==> config.mk <==
export PLATFORM = sky130hd
export DESIGN_NAME = photo_reader_in
export DESIGN_NICKNAME = d
export VERILOG_FILES = /design/src/rtl/photo_reader_in.sv
export SDC_FILE = /design/constraint.sdc
export NUM_CORES = 1
export LEC_CHECK = 0
export BUFFER_PORTS_ARGS = -buffer_cell sky130_fd_sc_hd__buf_2
export CAP_MARGIN = 20
export CORE_MARGIN = 2
export CORE_UTILIZATION = 34
export CTS_CLUSTER_SIZE = 12
export DETAILED_ROUTE_END_ITERATION = 6
export PLACE_DENSITY_LB_ADDON = 0.12
export SETUP_SLACK_MARGIN = 0.05
export SLEW_MARGIN = 20
export SYNTH_ARGS = -nofsm -noshare
export SYNTH_HDL_FRONTEND = slang
export SYNTH_SLANG_ARGS = --single-unit
==> constraint.sdc <==
create_clock -name CLOCK -period 3.05 [get_ports CLOCK]
set_clock_uncertainty 0.2 [all_clocks]
set_input_delay 0.4575 -clock CLOCK [delete_from_list [all_inputs] [get_ports CLOCK]]
set_output_delay 0.4575 -clock CLOCK [all_outputs]
set_load 0.02 [all_outputs]
==> src/rtl/photo_reader_in.sv <==
// photo_reader_in
// Input side of the G-15 fast (photoelectric) tape path. Asynchronous 5-channel
// frames from the photo reader are synchronized and strobed by a sprocket-driven
// FSM (IDLE -> SETTLE -> CAPTURE -> WAITLOW). Forward frames go into a 2-deep
// FIFO that the input logic drains with a ready/take handshake. Reverse frames
// are not stored; they only flag a passing stop code.
//
// Ports:
//   CLOCK               system clock
//   rst                 asynchronous active-high reset
//   FAST_IN             fast input command active; its falling edge clears
//                       STOP_SEEN, OVERRUN, the FIFO and the FSM
//   PHOTO_READER_FWD    reader driving forward
//   PHOTO_READER_REV    reader driving reverse (wins if both are high)
//   PR_SPROCKET         sprocket-hole sensor, asynchronous
//   PR_DATA[4:0]        channel sensors, asynchronous, bit 4 = channel 5
//   IN_TAKE             input logic consumes IN_CODE this cycle
//   IN_CODE[4:0]        head-of-FIFO frame, 0 when empty
//   IN_READY            FIFO non-empty
//   PL6_PHOTO_TAPE_FWD  registered forward-drive request
//   STOP_SEEN           sticky, stop code read forward
//   REV_STOP            one-cycle pulse, stop code passed in reverse
//   OVERRUN             sticky, forward frame dropped on a full FIFO
//
// Configuration macro: G15_PR_OVERRUN_EN. When defined, OVERRUN tracks dropped
// frames; when undefined OVERRUN is tied low (frames are still dropped).

module photo_reader_in #(
    parameter int         SETTLE    = 4,
    parameter logic [4:0] STOP_CODE = 5'b10000
) (
    input  logic       CLOCK,
    input  logic       rst,
    input  logic       FAST_IN,
    input  logic       PHOTO_READER_FWD,
    input  logic       PHOTO_READER_REV,
    input  logic       PR_SPROCKET,
    input  logic [4:0] PR_DATA,
    input  logic       IN_TAKE,
    output logic [4:0] IN_CODE,
    output logic       IN_READY,
    output logic       PL6_PHOTO_TAPE_FWD,
    output logic       STOP_SEEN,
    output logic       REV_STOP,
    output logic       OVERRUN
);

    typedef enum logic [1:0] {ST_IDLE, ST_SETTLE, ST_CAPTURE, ST_WAITLOW} state_t;

    state_t     state;
    logic [3:0] settle_cnt;

    logic       spr_s1, spr_s2, spr_prev;
    logic [4:0] dat_s1, dat_s2;
    logic [1:0] sync_vld;
    logic       armed;
    logic       rise;
    logic       fast_d;

    logic [4:0] mem [2];
    logic       wr_ptr, rd_ptr;
    logic [1:0] count;

    logic fast_fall, capture, cap_fwd, cap_rev, is_stop;
    logic take, fifo_full, accept;

    // Two-flop synchronizers plus a registered rise detector. sync_vld marks
    // when spr_s2 holds a real sample after reset; armed then requires the
    // sprocket to be seen low, so a hole still lit across reset yields no frame.
    // NOTE: sequential state uses non-blocking assignments so every flop samples
    // the pre-edge value of its neighbours, giving true pipeline behaviour.
    always_ff @(posedge CLOCK or posedge rst) begin
        if (rst) begin
            spr_s1   <= 1'b0;
            spr_s2   <= 1'b0;
            spr_prev <= 1'b0;
            dat_s1   <= '0;
            dat_s2   <= '0;
            sync_vld <= '0;
            armed    <= 1'b0;
            rise     <= 1'b0;
            fast_d   <= 1'b0;
        end else begin
            spr_s1   <= PR_SPROCKET;
            spr_s2   <= spr_s1;
            spr_prev <= spr_s2;
            dat_s1   <= PR_DATA;
            dat_s2   <= dat_s1;
            sync_vld <= {sync_vld[0], 1'b1};
            armed    <= armed | (sync_vld[1] & ~spr_s2);
            rise     <= spr_s2 & ~spr_prev & armed;
            fast_d   <= FAST_IN;
        end
    end

    assign fast_fall = fast_d & ~FAST_IN;
    assign capture   = (state == ST_CAPTURE);
    assign cap_rev   = capture & PHOTO_READER_REV;
    assign cap_fwd   = capture & ~PHOTO_READER_REV & PHOTO_READER_FWD;
    assign is_stop   = (dat_s2 == STOP_CODE);

    assign IN_READY  = (count != 2'd0);
    assign take      = IN_TAKE & IN_READY;
    assign fifo_full = (count == 2'd2);
    // A take in the same cycle frees the head slot, so a full FIFO still accepts.
    assign accept    = cap_fwd & ~fast_fall & (~fifo_full | take);
    assign IN_CODE   = IN_READY ? mem[rd_ptr] : 5'd0;

    // Frame FSM with its registered flags.
    always_ff @(posedge CLOCK or posedge rst) begin
        if (rst) begin
            state      <= ST_IDLE;
            settle_cnt <= '0;
            STOP_SEEN  <= 1'b0;
            REV_STOP   <= 1'b0;
        end else begin
            REV_STOP <= cap_rev & is_stop & ~fast_fall;
            if (fast_fall) begin
                state     <= ST_IDLE;
                STOP_SEEN <= 1'b0;
            end else begin
                if (cap_fwd && is_stop)
                    STOP_SEEN <= 1'b1;
                case (state)
                    ST_IDLE: begin
                        if (rise && (PHOTO_READER_FWD || PHOTO_READER_REV)) begin
                            state      <= ST_SETTLE;
                            settle_cnt <= 4'(SETTLE - 1);
                        end
                    end
                    ST_SETTLE: begin
                        if (settle_cnt == 4'd0)
                            state <= ST_CAPTURE;
                        else
                            settle_cnt <= settle_cnt - 4'd1;
                    end
                    ST_CAPTURE: state <= ST_WAITLOW;
                    ST_WAITLOW: begin
                        if (!spr_s2)
                            state <= ST_IDLE;
                    end
                    default: state <= ST_IDLE;
                endcase
            end
        end
    end

    // FIFO pointers and occupancy.
    always_ff @(posedge CLOCK or posedge rst) begin
        if (rst) begin
            wr_ptr <= 1'b0;
            rd_ptr <= 1'b0;
            count  <= 2'd0;
        end else if (fast_fall) begin
            wr_ptr <= 1'b0;
            rd_ptr <= 1'b0;
            count  <= 2'd0;
        end else begin
            if (accept)
                wr_ptr <= ~wr_ptr;
            if (take)
                rd_ptr <= ~rd_ptr;
            count <= count + {1'b0, accept} - {1'b0, take};
        end
    end

    // NOTE: FIFO storage is deliberately not reset; IN_CODE is forced to 0 while
    // the FIFO is empty, so stale entries are never visible.
    always_ff @(posedge CLOCK) begin
        if (accept)
            mem[wr_ptr] <= dat_s2;
    end

    always_ff @(posedge CLOCK or posedge rst) begin
        if (rst)
            PL6_PHOTO_TAPE_FWD <= 1'b0;
        else
            PL6_PHOTO_TAPE_FWD <= FAST_IN & ~STOP_SEEN & ~fifo_full;
    end

`ifdef G15_PR_OVERRUN_EN
    always_ff @(posedge CLOCK or posedge rst) begin
        if (rst)
            OVERRUN <= 1'b0;
        else if (fast_fall)
            OVERRUN <= 1'b0;
        else if (cap_fwd && fifo_full && !take)
            OVERRUN <= 1'b1;
    end
`else
    assign OVERRUN = 1'b0;
`endif

endmodule

==> metrics, run 1 <==
result of the run=finished, final reports clean; reported max-cap violation count=0; mapped cell area=1650 sq um; Worst path max stage delay=0.42 ns; Worst IR Drop VDD=315 uV; shortest clock period the worst path allows after layout=2.36 ns; Max H-tree Level=2; cell leakage power=0.000861 uW; clock-pin slew of the registers on the worst-case setup and hold paths=0.08 ns; CTS resizes=0; cell type with the highest occurrence count on the critical path=ha_1; vias in the first global route=1,035; wire per inst=12.7 um; placed instance area=1810 sq um; GP Congestion=0.718; total number of clock tree sinks=41; arrival time of the worst setup path=2.34 ns; unique cell type count in the Yosys netlist=36; maximum buffer depth of the clock tree=2; Ys Warns=0; post-layout instance area=1900 sq um; Area growth syn-to-layout=14.8%; drt via density=4.77; post-cts hold buffer count=0; total routing usage reported by global routing=0.114; Critical Path, Cell by Cell=inv_1 > ha_1 > nand2_1 > a211oi_2 > nand2_1 > ha_1 > inv_1 > ha_1 > xor2_1 > xnor2_1 > nor2_1; share of flip-flops with an asynchronous set or reset after synthesis=0.756; share of Yosys cell area claimed by the top area cell type=0.469; clock tree from TritonCTS=built; syn_nets=150; endpoint type of the worst setup path=flop; Yosys top cell by area=dfrtp_1; class of the worst hold path=primary input to async pin; Detailed Routing Iterations Pass 1=4; number of max-slew violations in the final report=0; global-route wire length before repair=4.49 mm; number of design rule violations left after detail routing=0; final hold violation count=0; Routed Wire Length=2.66 mm; setup TNS=0 ns; DIE AREA=5430 sq um; post-synthesis cell count=130; unrepaired setup endpoints after global routing=false; number of antenna repair diodes=0; Critical Path Start=state[0]; Area contributors post-synth=dfrtp_1 47%, edfxtp_1 18%, ha_1 6.1%, mux2i_1 4.2%, nor2_1 3.4%; total overflow reported by the global router=0; number of synthesized flops with an enable pin=10; dominant synthesized flop cell=dfrtp_1; insertion delay of the later-clocked pin in the worst-skew pair=0.29 ns; worst setup path class=flop to flop; Die Span X=73.7 um; critical-path cell with the highest stage delay=dfrtp_1; HPWL Detailed=1.93 mm; reg2reg setup slack=0.69 ns; number of I/O pins=22; final antenna-violating net count=0; count of vias placed by the detailed router=1,001; fillcell total=466; sequential share of the synthesized area=0.651; CP Data Required Time=3.03 ns; clock root buffer=clkbuf_8; post-CTS setup-driven buffer insertion count=0; mean cell area of the mapped netlist=12.7 sq um; count of standard-cell rows=25; net count reported at finish=175; number of setup violations in the final report=0; TritonCTS Buffers=5; worst reg2reg path endpoint=count[1]; total of buffers placed on input and output ports=20; post-synthesis register bit count=41; CP endpoint=count[1]; antenna violations before repair=0; maximum frequency from static timing analysis=424 MHz; worst-case reg-to-reg path depth=11; post-layout total power=1530 uW; worst hold slack=0.0315 ns; share of post-route cells with drive strength above 1=0.212; power density over the cells=806 nW/um^2; largest net degree at the start of global routing=32; Critical Path Start Type=flop; Starting Density=0.352; die height=73.7 um; placeable core region=4690 sq um; startpoint of the worst register-to-register path=state[0]; largest driver fanout on the critical path=4; portion of the clock cycle consumed by the worst path in the final layout=0.773; drt initial violations=18
==> sequential cells by signal (all words and copies together) (netlist names) <==
register            cells
mem                    10
dat_s1                  5
dat_s2                  5
settle_cnt              4
count                   2
state                   2
sync_vld                2
PL6_PHOTO_TAPE_FWD      1
REV_STOP                1
STOP_SEEN               1
armed                   1
fast_d                  1
rd_ptr                  1
rise                    1
spr_prev                1
spr_s1                  1
spr_s2                  1
wr_ptr                  1
==> Yosys cell counts, types with 2 or more instances <==
cell / count
o21ai_2: 3
inv_1: 8
nor3b_1: 2
nand2_1: 9
edfxtp_1: 10
conb_1: 2
o21a_1: 3
mux2i_1: 7
nor2_1: 15
nand2b_1: 2
o21ai_1: 2
xnor2_1: 3
nor3_1: 2
o21ai_0: 2
dfrtp_1: 31
nor2b_1: 2
ha_1: 8
==> logic make-up (layout without fill, tap and decap cells) <==
| group | after synthesis | after routing | share of synthesized area |
|---|---|---|---|
| fa+ha+maj | 8 | 8 | 0.0606 |
| buf+inv | 13 | 39 | 0.0325 |
| other cells | 2 | 2 | 0.00454 |
| xor+xnor | 4 | 4 | 0.0212 |
| simple gates | 38 | 38 | 0.109 |
| compound gates | 17 | 17 | 0.0787 |
| flops | 41 | 41 | 0.651 |
| mux | 7 | 7 | 0.0424 |
==> metrics by stage <==
stage,util,setup WS [ns],cells
floorplan,-,0.864,130
global placement,0.386,0.778,202
detailed placement,0.386,0.700,202
CTS,0.405,0.681,210
global route,0.405,0.511,210
finish,0.405,0.693,210
==> cells in the final DEF, fill, tap and decap left out, types with 2 or more instances in the layout <==
| cell type | netlist | layout |
|---|---|---|
| nor2b_1 | 2 | 2 |
| nand2_1 | 9 | 9 |
| o21ai_1 | 2 | 2 |
| inv_1 | 8 | 8 |
| edfxtp_1 | 10 | 10 |
| o21ai_0 | 2 | 2 |
| nor3b_1 | 2 | 2 |
| buf_2 | 1 | 20 |
| nor3_1 | 2 | 2 |
| dfrtp_1 | 31 | 31 |
| o21a_1 | 3 | 3 |
| nand2b_1 | 2 | 2 |
| conb_1 | 2 | 2 |
| xnor2_1 | 3 | 3 |
| o21ai_2 | 3 | 3 |
| clkbuf_8 | 0 | 5 |
| ha_1 | 8 | 8 |
| mux2i_1 | 7 | 7 |
| nor2_1 | 15 | 15 |
==> worst min path at each step <==
stage                     startpoint         to  slack, ns  depth (start not counted)
final                            rst  dat_s1[1]       0.03                          3
after global routing      PR_DATA[2]  dat_s1[2]       0.06                          1
after CTS                        rst     wr_ptr       0.03                          3
after detailed placement   dat_s1[1]  dat_s2[1]       0.13                          0
after global placement     dat_s1[3]  dat_s2[3]       0.13                          0
after floorplan            dat_s1[0]  dat_s2[0]       0.13                          0
==> routing by layer <==
layer	vias to the layer above	track usage	part of all wire
li1	488	-	-
met1	469	0.128	0.46
met2	36	0.177	0.45
met3	8	0.0508	0.065
met4	0	0.0667	0.024
met5	-	0	0
==> area by class of cell <==
type                            instances  area [sq um]  share of cell area
Clock inverter                          2          13.8             0.00725
Tap cell                               54          67.6              0.0356
Clock buffer                            6          72.6              0.0382
Timing Repair Buffer                   21           108              0.0567
Inverter                               10          37.5              0.0198
Multi-Input combinational cell         76           523               0.276
Sequential cell                        41          1080               0.567
==> report_power, final <==
| part | leakage [uW] | internal (uW) | switching [uW] |
|---|---|---|---|
| registers | 0.000463 | 637 | 73.3 |
| logic | 0.000356 | 198 | 277 |
| clock network | 0.0000417 | 162 | 184 |
| total | 0.000861 | 997 | 534 |
==> critical path, delay by kind of cell (launching register included) <==
family / cells / cell delay (ns)
adders and majority gates: 3 / 0.66
DFF: 1 / 0.42
AOI/OAI and AO/OA: 1 / 0.27
buffers and inverters: 2 / 0.14
xor gates and xnor gates: 2 / 0.31
and+or+nand+nor: 3 / 0.25
No activity file was read; power rests on OpenSTA's default activity.
==> inputs of run 2 (changes only) <==
--- a/config.mk
+++ b/config.mk
@@ -5,6 +5,7 @@
 export SDC_FILE = /design/constraint.sdc
 export NUM_CORES = 1
 export LEC_CHECK = 0
+export ABC_AREA = 1
 export BUFFER_PORTS_ARGS = -buffer_cell sky130_fd_sc_hd__buf_2
 export CAP_MARGIN = 20
 export CORE_MARGIN = 2
==> constraint.sdc (replaced) <==
create_clock -name CLOCK -period 1.9 [get_ports CLOCK]
set_clock_uncertainty 0.2 [all_clocks]
set_input_delay 0.285 -clock CLOCK [delete_from_list [all_inputs] [get_ports CLOCK]]
set_output_delay 0.285 -clock CLOCK [all_outputs]
set_load 0.02 [all_outputs]
==> metrics, run 2 <==
cell leakage power=0.00107 uW; end point of the most critical hold path=PL6_PHOTO_TAPE_FWD; clock root buffer=clkbuf_8; number of I/O pins=22; reg2reg setup slack=0.04 ns; portion of total power attributed to combinational logic=0.368; placeable core region=5040 sq um; Detailed Routing Iterations Pass 1=4; count of standard-cell rows=26; total overflow reported by the global router=0; maximum buffer depth of the clock tree=2; unique cell type count in the Yosys netlist=27; total number of clock tree sinks=41; HPWL Detailed=2.16 mm; internal power of the cells=1850 uW; largest driver fanout on the critical path=2; Area contributors post-synth=dfrtp_1 44%, edfxtp_1 17%, nand2_1 6.8%, ha_1 5.7%, nand3_1 4.6%; switching power as a share of total power=0.366; Critical Path Start=state[0]; power density over the cells=1310 nW/um^2; post-synthesis register bit count=41; final antenna-violating net count=0; syn_nets=184; most frequent cells after synthesis=32 x nand2_1, 31 x dfrtp_1, 21 x inv_1; vias in the first global route=1,220; Worst IR Drop VDD=390 uV; Yosys top cell by area=dfrtp_1; final hold violation count=0; shortest clock period the worst path allows after layout=1.86 ns; result of the run=finished, final reports clean; TritonCTS Buffers=5; class of the worst hold path=primary input to flop; worst-case reg-to-reg path depth=10; share of flip-flops with an asynchronous set or reset after synthesis=0.756; number of design rule violations left after detail routing=0; Area growth syn-to-layout=27.4%; worst hold slack=0.0273 ns; most common library cell in the layout ignoring fill and taps=nand2_1; largest net degree at the start of global routing=32; insertion delay of the later-clocked pin in the worst-skew pair=0.30 ns; number of synthesized flops with an enable pin=10; share of post-route cells with drive strength above 1=0.303; total of buffers placed on input and output ports=20; drt via density=4.44; drt initial violations=67; highest-count cells in the layout ignoring fill and taps=32 x nand2_1, 29 x dfrtp_1, 20 x buf_2; number of antenna repair diodes=0; Routed Wire Length=3.14 mm; number of flip-flops in the largest register=10; total routing usage reported by global routing=0.119; clock tree from TritonCTS=built; mapped cell area=1760 sq um; endpoint type of the worst setup path=flop; number of setup violations in the final report=0; number of max-slew violations in the final report=0; worst setup path class=flop to flop; portion of the clock cycle consumed by the worst path in the final layout=0.978; net switching power of the design=1070 uW; clock-pin slew of the registers on the worst-case setup and hold paths=0.08 ns; post-synthesis cell count=164; Top Registers=mem x10, dat_s1 x5, dat_s2 x5; net count reported at finish=227; Starting Density=0.349; antenna violations before repair=0; Ys Warns=0; dominant synthesized flop cell=dfrtp_1; proportion of power drawn by flip-flops and latches=0.392; part of the power in the clock network=0.240; share of Yosys cell area claimed by the top area cell type=0.441; Critical Path Start Type=flop; maximum frequency from static timing analysis=538 MHz; arrival time of the worst setup path=1.89 ns; Max H-tree Level=2; die height=75.9 um; mean cell area of the mapped netlist=10.7 sq um; dominant cell by count in the synthesized netlist=nand2_1; cell count of the worst hold path=3; startpoint of the worst register-to-register path=state[0]; Die Span X=75.9 um; DIE AREA=5760 sq um; count of vias placed by the detailed router=1,234; post-route core utilization=0.444; reported max-cap violation count=0; register containing the most flip-flops in the final layout=mem; setup TNS=0 ns; hold path startpoint=FAST_IN; sequential share of the synthesized area=0.612; worst reg2reg path endpoint=count[1]; wire per inst=11.3 um; GP Congestion=0.800; unrepaired setup endpoints after global routing=true; global-route wire length before repair=5.42 mm; CP Data Required Time=1.93 ns
run 2: changes by cell type after synthesis, sizes merged, moves of 2 or more:
cell    previous run  this run
o21ai              7         3
o21bai             0         3
xnor2              3         1
nand2b             2         0
nand3              1        16
nand2              9        36
o21a               3         0
nor2b              2         0
mux2i              7         0
nor3b              2         0
a21oi              0         8
inv                9        24
run 2: area by class of cell:
type	count	area, sq um
clock buffers	6	72.6
clock inverters	2	38.8
fillers	480	2800
inverters	24	92.6
multi-input cells	97	614
flip-flops and latches	41	1080
well taps	70	87.6
repair buffers	38	255
run 2: how the worst max path moves through the flow:
stage	to	slack, ns	cells past startpoint
2_1_floorplan	count[1]	0.03	10
3_3_place_gp	count[1]	0.04	10
3_5_place_dp	count[1]	-0.02	10
4_1_cts	count[1]	0.02	10
5_1_grt	count[1]	-0.04	10
6_report	count[1]	0.04	10
run 2: power groups by stage:
stage | Clock (uW) | Combinational (uW) | Sequential [uW]
3_3_place_gp | 0 | 955 | 1140
3_5_place_dp | 0 | 979 | 1150
6_report | 701 | 1080 | 1150
4_1_cts | 725 | 1030 | 1140
5_1_grt | 746 | 1220 | 1170
2_1_floorplan | 0 | 765 | 1120
run 2: repair_timing:
item                                   in CTS  in global routing
resized for setup                           4                  8
buffers inserted                            2                  3
pin swaps                                   2                  5
hold buffers                                8                  0
endpoints found under the hold margin      38                  0
setup endpoints to repair                   2                  6
run 2: cells by family after synthesis:
kind of cell	share of synthesized area
fa+ha+maj	0.0569
other cells	0.00427
simple gates	0.184
compound gates	0.0676
xor+xnor	0.0149
buf+inv	0.0598
flops	0.612
run 2: worst max-delay path, cell delays in order, from the launching register on:
cell and delay [ns]:
dfrtp_1 0.39, inv_2 0.08, ha_4 0.14, nand3_4 0.07, nor2_4 0.10, o21ai_2 0.07
ha_1 0.29, inv_2 0.05, ha_4 0.15, xor2_1 0.15, nor2_1 0.10
run 2: layer usage:
layer	vias to the layer above	global-route usage	routed length, um
li1	604	-	-
met1	599	0.139	1350
met2	23	0.195	1590
met3	8	0.0333	122
met4	0	0.0745	82
met5	-	0	0
run 2: per-stage QoR:
step	power, uW	worst slack (ns)	area [sq um]	cells
3_5_place_dp	2130	-0.0167	1980	257
3_3_place_gp	2100	0.0372	1980	257
5_1_grt	3140	-0.0355	2240	278
4_1_cts	2890	0.0214	2200	275
2_1_floorplan	1890	0.0338	1760	164
6_report	2930	0.0410	2240	278
==> inputs of run 3 (changes only) <==
--- a/config.mk
+++ b/config.mk
@@ -7,12 +7,11 @@
 export LEC_CHECK = 0
 export ABC_AREA = 1
 export BUFFER_PORTS_ARGS = -buffer_cell sky130_fd_sc_hd__buf_2
-export CAP_MARGIN = 20
 export CORE_MARGIN = 2
 export CORE_UTILIZATION = 34
 export CTS_CLUSTER_SIZE = 12
 export DETAILED_ROUTE_END_ITERATION = 6
-export PLACE_DENSITY_LB_ADDON = 0.12
+export PLACE_DENSITY = 0.59
 export SETUP_SLACK_MARGIN = 0.05
 export SLEW_MARGIN = 20
 export SYNTH_ARGS = -nofsm -noshare
==> metrics, run 3 (same netlist as run 2, synthesis figures left out) <==
result of the run=finished, final reports clean; largest driver fanout on the critical path=2; worst reg2reg path endpoint=count[1]; vias in the first global route=1,260; shortest clock period the worst path allows after layout=1.85 ns; wire per inst=11.1 um; total of buffers placed on input and output ports=20; global-route wire length before repair=5.47 mm; share of post-route cells with drive strength above 1=0.343; drt via density=4.30; post-route core utilization=0.453; WP buf/inv=2; Critical Path, Cell by Cell=inv_2 > ha_4 > nand3_4 > nor2_4 > o21ai_2 > ha_1 > inv_2 > ha_4 > xor2_1 > nor2_1; Worst IR Drop VDD=537 uV; antenna violations before repair=0; Top Registers=mem x10, dat_s1 x5, dat_s2 x5; insertion delay of the later-clocked pin in the worst-skew pair=0.29 ns; fillcell total=457; cell count of the worst hold path=3; Worst path max stage delay=0.41 ns; class of the worst hold path=primary input to flop; portion of the clock cycle consumed by the worst path in the final layout=0.972; arrival time of the worst setup path=1.88 ns; Area growth syn-to-layout=30.0%; number of design rule violations left after detail routing=0; maximum frequency from static timing analysis=542 MHz; post-layout total power=2940 uW; drt initial violations=78; reported max-cap violation count=0; number of max-slew violations in the final report=0; power density over the cells=1290 nW/um^2; end point of the most critical hold path=PL6_PHOTO_TAPE_FWD; die height=75.9 um; endpoint type of the worst setup path=flop; worst-case reg-to-reg path depth=10; count of standard-cell rows=26; number of I/O pins=22; crit-path leading delay family=adder cells; Critical Path Start Type=flop; Starting Density=0.349; TritonCTS Buffers=5; count of vias placed by the detailed router=1,217; count of placed standard cells including taps=260; critical-path cell with the highest stage delay=dfrtp_1; Max H-tree Level=2; Die Span X=75.9 um; hold path startpoint=FAST_IN; number of setup violations in the final report=0; clock root buffer=clkbuf_8; most common library cell in the layout ignoring fill and taps=dfrtp_1; register containing the most flip-flops in the final layout=mem; worst setup path class=flop to flop; startpoint of the worst register-to-register path=state[0]; final antenna-violating net count=0; Routed Wire Length=3.15 mm; final hold violation count=0; number of flip-flops in the largest register=10; highest-count cells in the layout ignoring fill and taps=31 x dfrtp_1, 29 x nand2_1, 20 x buf_2; Detailed Routing Iterations Pass 1=4; reg2reg setup slack=0.05 ns; clock tree from TritonCTS=built; DIE AREA=5760 sq um; maximum buffer depth of the clock tree=2; clock-pin slew of the registers on the worst-case setup and hold paths=0.08 ns; HPWL Detailed=2.08 mm; cell leakage power=0.00109 uW; total routing usage reported by global routing=0.118; GP Congestion=0.757; placeable core region=5040 sq um; total number of clock tree sinks=41; total overflow reported by the global router=0; CP Data Required Time=1.93 ns; number of antenna repair diodes=0; worst hold slack=0.0274 ns; largest net degree at the start of global routing=32; net count reported at finish=232; non-filler instance count after layout=283; unrepaired setup endpoints after global routing=true
==> run 3: cell count changes in the layout (fill, tap and decap cells not counted), sizes merged <==
cell,change
clkbuf,-1
bufinv,-1
buf,+5
inv,+1
clkinvlp,+1
==> run 3: repair_timing <==
item / in CTS / in global routing
hold buffers: 8 / 0
hold endpoints to repair: 38 / 0
resized for setup: 6 / 12
pin swaps: 5 / 4
setup buffers: 5 / 2
setup endpoints to repair: 2 / 18
==> run 3: final cells by class <==
type	count	area, sq um	area share
clock buffer	5	68.8	0.0301
clock inverter	3	21.3	0.00930
inverter	24	92.6	0.0405
multi-input combinational	97	647	0.283
sequential	41	1080	0.471
tap	70	87.6	0.0383
timing repair buffer	43	293	0.128
==> run 3: how the worst max path moves through the flow <==
stage,start,to,slack (ns),depth (start not counted)
after floorplan,state[0],count[1],0.03,10
after global placement,state[0],count[1],0.03,10
after detailed placement,state[0],count[1],-0.01,10
after CTS,state[0],count[1],-0.01,10
after global routing,state[0],count[1],-0.05,10
final,state[0],count[1],0.05,10
==> run 3: layer usage <==
layer	GRT usage	wire length, um	up-vias
met1	0.136	1330	577
met4	0.0545	57	0
li1	-	-	613
met3	0.0238	143	5
met2	0.213	1630	22
met5	0	0	-
==> run 3: worst min-delay path: cells and delay by family <==
family,cells,cell delay (ns)
AND/OR/NAND/NOR,2,0.09
buffers and inverters,1,0.11
==> run 3: through the flow <==
step | setup slack, ns | TNS (ns) | area (sq um)
floorplan | 0.0338 | 0 | 1760
global placement | 0.0344 | 0 | 2000
detailed placement | -0.0136 | -0.0136 | 2000
CTS | -0.0104 | -0.0104 | 2220
global route | -0.0486 | -0.0486 | 2290
finish | 0.0537 | 0 | 2290
==> run 3: power breakdown <==
group | switching [uW] | internal [uW]
registers | 119 | 1020
logic | 694 | 529
clock network | 315 | 261
